--- src/rtl/shift_issue_stage.sv ---
// shift_issue_stage
// Issue stage in front of the shifter. It decodes the RV32I shift instructions
// SLL/SRL/SRA and SLLI/SRLI/SRAI, and picks the shift amount from rs2 or from
// the immediate. The result is held in an output register (main) with a
// one-entry skid register behind it, and uses a valid/ready handshake.
// Because in_ready is registered, upstream never sees a combinational path
// from out_ready.
module shift_issue_stage #(
  parameter int XLEN = 32,
  parameter int RD_W = 5
) (
  input  logic            clk,
  input  logic            rst,
  input  logic            in_valid,
  output logic            in_ready,
  input  logic [31:0]     instr,
  input  logic [XLEN-1:0] rs1_data,
  input  logic [XLEN-1:0] rs2_data,
  input  logic [RD_W-1:0] rd_in,
  input  logic            flush,
  output logic            out_valid,
  input  logic            out_ready,
  output logic [XLEN-1:0] num_shift,
  output logic [4:0]      shift_amount,
  output logic [1:0]      shift_op,
  output logic [RD_W-1:0] rd_out,
  output logic            illegal
);

  localparam logic [6:0] OPC_OP_IMM = 7'b0010011;
  localparam logic [6:0] OPC_OP     = 7'b0110011;
  localparam logic [6:0] F7_ZERO    = 7'b0000000;
  localparam logic [6:0] F7_ALT     = 7'b0100000;
  localparam logic [2:0] F3_SLL     = 3'b001;
  localparam logic [2:0] F3_SRX     = 3'b101;

  typedef enum logic [1:0] {
    OP_SRL = 2'b00,
    OP_SLL = 2'b01,
    OP_SRA = 2'b10,
    OP_NOP = 2'b11
  } shift_op_e;

  typedef struct packed {
    logic [XLEN-1:0] data;
    logic [4:0]      amt;
    shift_op_e       op;
    logic [RD_W-1:0] rd;
    logic            illegal;
  } entry_t;

  entry_t dec_entry;
  entry_t main_q, main_d;
  entry_t skid_q, skid_d;
  logic   out_valid_q, out_valid_d;
  logic   skid_valid_q, skid_valid_d;
  logic   in_ready_q, in_ready_d;
  logic   in_fire;

  // The rd field, the rs1 field and the upper rs2 bits do not affect the decode.
  logic unused_bits;
  assign unused_bits = ^{instr[19:15], instr[11:7], rs2_data[XLEN-1:5]};

  assign in_fire = in_valid && in_ready_q;

  // Decode the incoming word into a shifter entry.
  // Any encoding that is not a shift still produces an entry, marked illegal.
  always_comb begin
    logic [6:0] opcode;
    logic [2:0] funct3;
    logic [6:0] funct7;
    logic [4:0] amt_src;
    opcode  = instr[6:0];
    funct3  = instr[14:12];
    funct7  = instr[31:25];
    amt_src = (opcode == OPC_OP) ? rs2_data[4:0] : instr[24:20];

    dec_entry         = '0;
    dec_entry.data    = rs1_data;
    dec_entry.rd      = rd_in;
    dec_entry.op      = OP_NOP;
    dec_entry.illegal = 1'b1;

    if (opcode == OPC_OP_IMM || opcode == OPC_OP) begin
      if (funct3 == F3_SLL && funct7 == F7_ZERO) begin
        dec_entry.op      = OP_SLL;
        dec_entry.amt     = amt_src;
        dec_entry.illegal = 1'b0;
      end else if (funct3 == F3_SRX && funct7 == F7_ZERO) begin
        dec_entry.op      = OP_SRL;
        dec_entry.amt     = amt_src;
        dec_entry.illegal = 1'b0;
      end else if (funct3 == F3_SRX && funct7 == F7_ALT) begin
        dec_entry.op      = OP_SRA;
        dec_entry.amt     = amt_src;
        dec_entry.illegal = 1'b0;
      end
    end
  end

  // Next-state logic for the main/skid pair.
  // Skid contents always move to main before any new input, which keeps entries in FIFO order.
  always_comb begin
    main_d       = main_q;
    skid_d       = skid_q;
    out_valid_d  = out_valid_q;
    skid_valid_d = skid_valid_q;

    if (flush) begin
      out_valid_d  = 1'b0;
      skid_valid_d = 1'b0;
    end else if (!out_valid_q || out_ready) begin
      if (skid_valid_q) begin
        main_d      = skid_q;
        out_valid_d = 1'b1;
        if (in_fire) begin
          skid_d       = dec_entry;
          skid_valid_d = 1'b1;
        end else begin
          skid_valid_d = 1'b0;
        end
      end else if (in_fire) begin
        main_d      = dec_entry;
        out_valid_d = 1'b1;
      end else begin
        out_valid_d = 1'b0;
      end
    end else if (in_fire) begin
      skid_d       = dec_entry;
      skid_valid_d = 1'b1;
    end

    in_ready_d = !skid_valid_d;
  end

  // Control and output registers, with synchronous reset.
  // NOTE: sequential state is updated only with non-blocking assignments, so
  // every register samples its value from before the edge.
  always_ff @(posedge clk) begin
    if (rst) begin
      out_valid_q  <= 1'b0;
      skid_valid_q <= 1'b0;
      in_ready_q   <= 1'b1;
      main_q       <= '0;
      main_q.op    <= OP_NOP;
    end else begin
      out_valid_q  <= out_valid_d;
      skid_valid_q <= skid_valid_d;
      in_ready_q   <= in_ready_d;
      main_q       <= main_d;
    end
  end

  // Skid payload register.
  // NOTE: this register has no reset. It is only read while skid_valid_q is
  // set, and skid_valid_q is reset.
  always_ff @(posedge clk) begin
    skid_q <= skid_d;
  end

  assign in_ready     = in_ready_q;
  assign out_valid    = out_valid_q;
  assign num_shift    = main_q.data;
  assign shift_amount = main_q.amt;
  assign shift_op     = main_q.op;
  assign rd_out       = main_q.rd;
  assign illegal      = main_q.illegal;

endmodule

--- config.mk ---
export PLATFORM = sky130hd
export DESIGN_NAME = shift_issue_stage
export DESIGN_NICKNAME = d
export VERILOG_FILES = /design/src/rtl/shift_issue_stage.sv
export SDC_FILE = /design/constraint.sdc
export NUM_CORES = 1
export LEC_CHECK = 0
export BUFFER_PORTS_ARGS = -buffer_cell sky130_fd_sc_hd__buf_2
export CORE_MARGIN = 10
export CORE_UTILIZATION = 35
export CTS_CLUSTER_SIZE = 10
export DETAILED_ROUTE_END_ITERATION = 16
export PLACE_DENSITY = 0.63
export SLEW_MARGIN = 0
export SYNTH_ARGS = -nofsm -noshare
export SYNTH_HDL_FRONTEND = slang
export SYNTH_SLANG_ARGS = --single-unit
--- constraint.sdc ---
create_clock -name clk -period 4.6 [get_ports clk]
set_clock_uncertainty 0.2 [all_clocks]
set_input_delay 0.23 -clock clk [delete_from_list [all_inputs] [get_ports clk]]
set_output_delay 0.23 -clock clk [all_outputs]
set_load 0.1 [all_outputs]
==> metrics.yaml, run 1 <==
global_route:
  antenna_found_initial: 0
  grt_overflow: 0
  track_usage_pct: 12.72
  grt_pass1_vias: 3010
  grt_pass1_wl_mm: 15.43
  grt_max_degree: 53
placed_design:
  pre_cts_ws_ps: 2086
  numPortBuffers: 115
  place.detailed.hpwl_mm: 6.157
  gp_congestion: 0.7471
drt:
  ant_nets: 0
  wirelength_mm: 9.148
  via_per_inst: 4.856
  routedWlPerCell_um: 15.51
  drtIter0Drc: 172
  dr_total_vias: 2865
  first_pass_iters: 4
  drc: 0
timing:
  fin_crit_ps: 2440
  period_share_pct: 53.04
  setup_viol: 0
  tightestPinTransition_ps: 1110
  finalMaxSlewViolations: 0
  slew_headroom_pct: 25.78
  fin_setup_tns_ps: 0
  rsz0062_at_grt: "no"
  finalHoldViolCount: 0
  fmax_mhz: 409.8
  layout_setup_ws_ps: 2160
worst_setup_path:
  cp_num_buf_inv: 1
  crit_family: "simple AND/OR/NAND/NOR gates"
  r2r-end: "skid_q[2]"
  slowest_stage: "nor3_4"
  r2r_slack_ps: 2160
  path_cells: "nor2b_1 -> nor2_1 -> nor3_4 -> buf_12"
  critPathLaunchType: "flop"
  worstPathMaxFanout: 25
  path_class: "reg2reg"
  rr_startpoint: "out_valid"
  cp.arrival_ps: 2300
  crit_required_ps: 4460
  reg2regPathDepth: 4
  critical_path.endpoint_type: "flop"
  slowest_delay_ps: 910
synth:
  synthTopCellsByArea: "edfxtp_1 (37%), dfxtp_1 (26%), mux2i_1 (10%), a211oi_1 (7.5%), nor2_1 (4.6%)"
  syn_nets: 406
  ys_seq_area_share_pct: 62.73
  yosys_warnings: 0
  netlist-cell-type-count: 33
  yosys.area.top_type: "edfxtp_1"
  syn_area_per_cell_um2: 12.29
  synthCells: 300
  synth_area_um2: 3686
  yosysTopAreaCellShare_pct: 36.66
  yosys_register_bits: 93
floorplanning:
  fp-row-count: 37
  ioPinCount: 153
  fp.dieH_um: 122.6
  coreArea_um2: 10280
  start_util_pct: 35.87
  die_area_um2: 15040
  die_w_um: 122.6
cells_and_area:
  fin_nets: 555
  fill_cells: 950
  final_common_cell: "buf_2"
  num_antenna_cells: 0
  mostFrequentLayoutCells: "buf_2 (115), dfxtp_1 (47), nor2_1 (45), edfxtp_1 (45), dlygate4sd3_1 (40)"
  drive_gt1_share_pct: 30.84
  area_delta_synth_final_pct: 35.37
pwr:
  vdd_drop_max_mv: 0.2012
  power_density_nw_per_um2: 360.0
  p_leak_nw: 1.892
worst_hold_path:
  min_path_type: "in2reg"
  hold_end: "out_valid"
  min_path_cells: 3
  hold_start: "in_valid"
cts:
  clockRootBuffer: "clkbuf_8"
  htreeDepth: 3
  cts_inserted_buffers: 9
  clock_path_buffers: 2
  post_cts_buffers: 0
  clock_latency_ps: 360
  clkTransAtPathRegs_ps: 90
  cts_tree: "built"
  cts.sinks: 93
run:
  cap_violations: 0
run_status:
  status: "finished, final reports clean"
-- routing by layer --
| layer | share of wire, % | GRT usage (%) | wire (µm) | vias up |
|---|---|---|---|---|
| li1 | - | - | - | 1433 |
| met5 | 0 | 0 | 0 | - |
| met4 | 0.68 | 3.387 | 62 | 0 |
| met2 | 50 | 20.59 | 4563 | 96 |
| met3 | 7.7 | 5.372 | 704 | 6 |
| met1 | 42 | 15.29 | 3818 | 1330 |
-- power by group --
part	leakage (nW)	internal [W]	switching [W]	total [W]
logic	0.971	0.0000932	0.000284	0.000377
clock network	0.0989	0.000243	0.000266	0.000509
registers	0.822	0.000896	0.0000142	0.000910
-- flip-flops by register name (all words and copies together), names as in the netlist --
register	count
skid_q	45
skid_valid_q	1
num_shift	32
illegal	1
rd_out	5
in_ready	1
out_valid	1
shift_amount	5
shift_op	2
-- how the worst max path moves through the flow --
stage                       startpoint         endpoint  slack, ps  cells after the start
after floorplan              out_valid        skid_q[0]        850                      3
after global placement       out_ready        skid_q[2]       2100                      5
after detailed placement     out_ready       skid_q[40]       2090                      5
after CTS                    out_valid       skid_q[38]       2060                      4
after global routing      skid_valid_q  shift_amount[3]       1940                      6
final                        out_valid        skid_q[2]       2160                      4
-- cells in the mapped netlist --
| cell | count |
|---|---|
| dfxtp_1 | 48 |
| edfxtp_1 | 45 |
| nor2_1 | 45 |
| a211oi_1 | 37 |
| mux2i_1 | 37 |
| clkbuf_1 | 11 |
| nand2_1 | 9 |
| a21oi_1 | 8 |
| buf_2 | 8 |
| o21ai_0 | 8 |
| a2111o_1 | 5 |
| a311oi_1 | 5 |
| nand3_1 | 5 |
| nor3_1 | 4 |
| nor2b_1 | 3 |
| buf_1 | 2 |
| inv_1 | 2 |
| nand3b_1 | 2 |
| o21ai_1 | 2 |
| a21boi_0 | 1 |
| and2_1 | 1 |
| and3b_1 | 1 |
| and4bb_2 | 1 |
| nand2b_1 | 1 |
| nand4_4 | 1 |
| nand4bb_1 | 1 |
| nor3b_1 | 1 |
| nor4_4 | 1 |
| nor4b_4 | 1 |
| o41ai_1 | 1 |
| or2_1 | 1 |
| or3_1 | 1 |
| or4b_1 | 1 |
-- stage by stage --
| step | util (%) | total power (W) | cell area, µm² | instances | hold slack, ps |
|---|---|---|---|---|---|
| 6_report | 48.55 | 0.001797 | 4990 | 590 | 56.26 |
| 5_1_grt | 48.55 | 0.001887 | 4990 | 590 | 68.62 |
| 4_1_cts | 48.55 | 0.001825 | 4990 | 590 | 34.54 |
| 3_5_place_dp | 42.84 | 0.001283 | 4403 | 534 | 224.2 |
| 3_3_place_gp | 42.84 | 0.001277 | 4403 | 534 | 221.9 |
| 2_1_floorplan | - | 0.001200 | 3691 | 300 | 128.9 |
-- layout make-up --
type	count	area, µm²	share of cell area (%)
Sequential cell	93	2313	46.36
Multi-Input combinational cell	184	1294	25.93
Timing Repair Buffer	159	1018	20.41
Clock buffer	13	170.2	3.410
Tap cell	136	170.2	3.410
Clock inverter	3	16.27	0.3260
Inverter	2	7.507	0.1505
-- worst min-delay path, cell delays in order --
cell      delay, ps
buf_2           110
nand2_1         130
a21boi_0        100
-- logic make-up (layout without fill, tap and decap cells) --
group | after synthesis | count (layout) | share of synthesized area, %
DFF | 93 | 93 | 62.73
and+or+nand+nor | 80 | 80 | 11.47
AOI/OAI and AO/OA | 67 | 67 | 13.14
muxes | 37 | 37 | 10.05
buffers and inverters | 23 | 177 | 2.614
-- repair_timing --
| item | 4_1_cts | 5_1_grt |
|---|---|---|
| resized for setup | 0 | 0 |
| endpoints found under the hold margin | 44 | 0 |
| hold buffers | 40 | 0 |
No activity file was read; power rests on OpenSTA's default activity.
==> inputs of run 2 (changes only) <==
ABC_AREA = 1   (was default)
PLACE_DENSITY = 0.6   (was 0.63)
clock period = 2.48 ns   (was 4.6 ns; I/O delays follow)
==> run 2 against run 1 <==
Final area rose by 2.8%. Die area fell by 0.26%. Worst setup slack got worse by 2000 ps. Largest cell class unchanged.
==> metrics.yaml, run 2 <==
placed_design:
  pre_cts_ws_ps: 610.4
  gp_congestion: 0.7785
  place.detailed.hpwl_mm: 6.147
  numPortBuffers: 115
worst_setup_path:
  reg2regPathDepth: 6
  path_class: "in2reg"
  slowest_stage: "dlygate4sd3_1"
  crit_required_ps: 2390
  r2r-end: "skid_valid_q"
  critPathLaunchType: "primary input"
  path_cells: "dlygate4sd3_1 -> buf_2 -> nor2_1 -> nand2_1 -> nor2_1 -> dlygate4sd3_1 -> nand2_1 -> dlygate4sd3_1"
  slowest_delay_ps: 560
  rr_startpoint: "skid_valid_q"
  critical_path.endpoint_type: "flop"
  worstPathMaxFanout: 2
  cp.arrival_ps: 2240
  cp_num_buf_inv: 4
  r2r_slack_ps: 520
  crit_path_frequent_cell: "dlygate4sd3_1"
  crit_family: "buffers and inverters"
timing:
  fin_crit_ps: 2325
  tightestPinTransition_ps: 659.9
  rsz0062_at_grt: "no"
  period_share_pct: 93.74
  finalHoldViolCount: 0
  fin_setup_tns_ps: 0
  hold_ws_ps: 26.10
  fmax_mhz: 430.1
  finalMaxSlewViolations: 0
  setup_viol: 0
  slew_headroom_pct: 55.96
  layout_setup_ws_ps: 155.2
floorplanning:
  coreArea_um2: 10280
  die_area_um2: 15000
  fp-row-count: 37
  die_w_um: 122.5
  start_util_pct: 35.76
  fp.dieH_um: 122.5
  ioPinCount: 153
pwr:
  vdd_drop_max_mv: 0.3061
  power_density_nw_per_um2: 646.8
  total_power_w: 0.003317
  p_leak_nw: 2.221
synth:
  yosysMostFrequentCell: "nand2_1"
  synth_commonest_cells: "nand2_1 (105), dfxtp_1 (48), edfxtp_1 (45)"
  yosys_register_bits: 93
  syn_nets: 478
  yosys.area.top_type: "edfxtp_1"
  ys_async_sr_fraction_pct: 0
  ys_seq_area_share_pct: 62.92
  synth_edf_count: 45
  yosys_warnings: 0
  yosysTopAreaCellShare_pct: 36.77
  synth_top_flop_cell: "dfxtp_1"
  synth_area_um2: 3675
  synthTopCellsByArea: "edfxtp_1 (37%), dfxtp_1 (26%), nand2_1 (11%), a31oi_1 (6.3%), o21ai_1 (4.4%)"
  syn_area_per_cell_um2: 9.878
  netlist-cell-type-count: 24
  synthCells: 372
drt:
  drtIter0Drc: 123
  routedWlPerCell_um: 13.90
  drc: 0
  via_per_inst: 4.626
  dr_total_vias: 3155
  ant_nets: 0
  first_pass_iters: 6
  wirelength_mm: 9.479
cts:
  htreeDepth: 3
  post_cts_buffers: 0
  clock_path_buffers: 2
  clockRootBuffer: "clkbuf_8"
  cts_inserted_buffers: 9
  clock_latency_ps: 360
  cts.sinks: 93
  ctsResizeCount: 0
  cts_tree: "built"
  clkTransAtPathRegs_ps: 90
cells_and_area:
  mostFrequentLayoutCells: "buf_2 (115), nand2_1 (105), dlygate4sd3_1 (60)"
  fin_util_pct: 49.90
  top_register: "skid_q"
  final_common_cell: "buf_2"
  fin_nets: 647
  drive_gt1_share_pct: 29.30
  area_delta_synth_final_pct: 39.56
  num_antenna_cells: 0
  largest_reg_flops: 45
global_route:
  antenna_found_initial: 0
  grt_overflow: 0
  grt_max_degree: 47
  grt_pass1_vias: 3233
  grt_pass1_wl_mm: 15.57
  track_usage_pct: 12.85
worst_hold_path:
  min_path_type: "in2reg"
  min_path_cells: 6
  hold_start: "instr[14]"
  hold_end: "shift_amount[0]"
run:
  cap_violations: 0
run_status:
  status: "finished, final reports clean"
[run 2: layout make-up]
class	instances	area (µm²)
flip-flops and latches	93	2313
clock inverters	4	22.52
well taps	136	170.2
inverters	17	67.56
fillers	972	5149
multi-input cells	239	1154
repair buffers	181	1246
clock buffers	12	155.1
[run 2: stage by stage]
| step | instance area, µm² | std cells |
|---|---|---|
| after floorplan | 3679 | 372 |
| after global placement | 4350 | 606 |
| after global routing | 5129 | 682 |
| after detailed placement | 4350 | 606 |
| after CTS | 5139 | 683 |
| final | 5129 | 682 |
[run 2: metal layers]
layer	GRT usage (%)	vias to the layer above	share of wire (%)
li1	-	1620	-
met1	15.23	1426	44
met2	20.15	97	47
met3	5.877	12	8.6
met4	4.639	0	1.2
met5	0	-	0
[run 2: how the worst max path moves through the flow]
stage	start	endpoint	slack [ps]	depth (start not counted)
after global placement	out_valid	skid_q[43]	650	5
after detailed placement	out_valid	skid_q[43]	610	5
after floorplan	out_valid	skid_q[0]	90	4
after global routing	instr[13]	skid_q[7]	50	8
final	instr[13]	skid_q[7]	160	8
after CTS	instr[13]	skid_q[9]	30	9
[run 2: kinds of logic after synthesis]
family,after synthesis,synth area share [%]
AND/OR/NAND/NOR,141,16.72
AO/OA/AOI/OAI,98,14.67
flip-flops,93,62.92
buffers and inverters,40,5.686
[run 2: worst register-to-register path: stages (launching register included)]
cell           delay (ps)
dfxtp_2               340
inv_2                  50
buf_4                 440
o21ai_1               140
nand3_1                80
dlygate4sd3_1         580
inv_2                  30
[run 2: what timing repair did]
item	in CTS	in global routing
endpoints found under the setup margin	0	4
endpoints found under the hold margin	89	0
hold buffers	61	0
[run 2: power breakdown]
part | total (W) | internal, W | switching [W]
sequential | 0.00169 | 0.00166 | 0.0000271
combinational | 0.000703 | 0.000180 | 0.000524
clock | 0.000925 | 0.000415 | 0.000510
total | 0.00332 | 0.00226 | 0.00106
==> inputs of run 3 (changes only) <==
CORE_UTILIZATION = 45   (was 35)
PLACE_DENSITY = 0.75   (was 0.6)
==> run 3 against run 2 <==
Total power rose by 0.61%. Worst setup slack got worse by 37 ps. Global-route usage rose by 4.1 points. Sequential share of layout area rose by 0.35 points. Non-clock buffer count did not move. Final area fell by 0.78%. First-iteration DRC count rose by 2.4%. Core utilization rose by 15 points. Via count rose by 4.8%. Register-to-register slack barely moved. Fmax fell by 1.6%. Count of clock-buffer cells in the layout fell by 1.
==> metrics.yaml, run 3 (same netlist as run 2, synthesis figures left out) <==
cts:
  clock_path_buffers: 2
  clock_latency_ps: 350
  htreeDepth: 3
  clkTransAtPathRegs_ps: 90
  cts_inserted_buffers: 9
  clockRootBuffer: "clkbuf_8"
  cts_tree: "built"
  ctsResizeCount: 0
  cts.sinks: 93
cells_and_area:
  area_delta_synth_final_pct: 38.47
  drive_gt1_share_pct: 29.54
  top_register: "skid_q"
  multi_input_area_um2: 1154
  mostFrequentLayoutCells: "buf_2 (115), nand2_1 (105), dlygate4sd3_1 (59)"
  fill_cells: 623
  final_common_cell: "buf_2"
  regArea_um2: 2313
  largest_reg_flops: 45
  fin_nets: 647
  num_antenna_cells: 0
  fin_util_pct: 64.84
pwr:
  vdd_drop_max_mv: 0.3294
  power_density_nw_per_um2: 655.9
  p_leak_nw: 2.214
drt:
  wirelength_mm: 10.25
  routedWlPerCell_um: 15.83
  ant_nets: 0
  drtIter0Drc: 126
  first_pass_iters: 5
  via_per_inst: 5.113
  drc: 0
  dr_total_vias: 3308
worst_setup_path:
  r2r-end: "shift_amount[3]"
  cp.arrival_ps: 2260
  worstPathMaxFanout: 2
  critPathLaunchType: "primary input"
  path_class: "in2reg"
  rr_startpoint: "skid_valid_q"
  r2r_slack_ps: 510
  setup.worst_path.start: "instr[13]"
  critical_path.endpoint_type: "flop"
  crit_required_ps: 2380
  reg2regPathDepth: 7
  crit_path_end: "skid_q[7]"
timing:
  slew_headroom_pct: 48.82
  fmax_mhz: 423.4
  hold_ws_ps: 34.49
  setup_viol: 0
  fin_setup_tns_ps: 0
  fin_crit_ps: 2362
  finalHoldViolCount: 0
  rsz0062_at_grt: "no"
  period_share_pct: 95.23
  finalMaxSlewViolations: 0
  tightestPinTransition_ps: 766.9
run_status:
  status: "finished, final reports clean"
placed_design:
  numPortBuffers: 115
  place.detailed.hpwl_mm: 6.381
  gp_congestion: 0.7528
floorplanning:
  ioPinCount: 153
  coreArea_um2: 7848
  fp-row-count: 32
  fp.dieH_um: 110.4
  die_area_um2: 12180
  start_util_pct: 46.83
  die_w_um: 110.4
global_route:
  antenna_found_initial: 0
  grt_max_degree: 47
  track_usage_pct: 16.96
  grt_pass1_vias: 3572
  grt_pass1_wl_mm: 16.69
  grt_overflow: 0
run:
  cap_violations: 0
worst_hold_path:
  min_path_type: "in2reg"
[run 3: what timing repair did]
item / in CTS / in global routing
endpoints found under the hold margin: 89 / 0
endpoints found under the setup margin: 0 / 3
hold buffers: 60 / 0
buffers inserted: 0 / 0
[run 3: critical path, cell delays in order]
cell and delay, ps:
dlygate4sd3_1 530, buf_2 130, nor2_1 90, nand2_1 50, nor2_1 140, dlygate4sd3_1 570, nand2_1 60, dlygate4sd3_1 560
[run 3: metrics by stage]
step           area, µm²  setup slack (ps)  std cells  power (W)
2_1_floorplan       3679             85.29        372   0.002224
5_1_grt             5089             10.76        647   0.003473
3_3_place_gp        4315             620.4        573   0.002358
4_1_cts             5099             32.33        648   0.003356
6_report            5089             118.3        647   0.003338
3_5_place_dp        4315             559.1        573   0.002370
[run 3: layer usage]
layer / up-vias / global-route usage [%] / wire length, µm / share of wire, %
met5: - / 0 / 0 / 0
met4: 0 / 6.972 / 136 / 1.3
met3: 18 / 5.049 / 869 / 8.5
met2: 121 / 28.49 / 4964 / 48
met1: 1548 / 19.81 / 4276 / 42
li1: 1621 / - / - / -
[run 3: how the worst min path moves through the flow]
| stage | start | to | slack, ps | depth (start not counted) |
|---|---|---|---|---|
| 6_report | instr[14] | shift_amount[2] | 30 | 6 |
| 5_1_grt | instr[14] | shift_amount[2] | 50 | 6 |
| 4_1_cts | rs2_data[3] | shift_amount[3] | 20 | 5 |
| 3_5_place_dp | rs1_data[2] | skid_q[15] | 120 | 1 |
| 3_3_place_gp | rs1_data[19] | skid_q[32] | 120 | 1 |
| 2_1_floorplan | rs1_data[0] | skid_q[13] | 20 | 0 |
[run 3: final cells by class]
cell class | instances | area share [%]
repair buffers | 181 | 24.44
clock inverters | 4 | 0.6147
multi-input cells | 239 | 22.67
well taps | 102 | 2.508
inverters | 17 | 1.328
flip-flops and latches | 93 | 45.46
clock buffers | 11 | 2.975
[run 3: report_power, final]
part | internal, W | switching (W) | leakage [nW]
Clock | 0.000417 | 0.000514 | 0.0841
Sequential | 0.00166 | 0.0000292 | 0.822
Combinational | 0.000181 | 0.000534 | 1.31
Total | 0.00226 | 0.00108 | 2.21
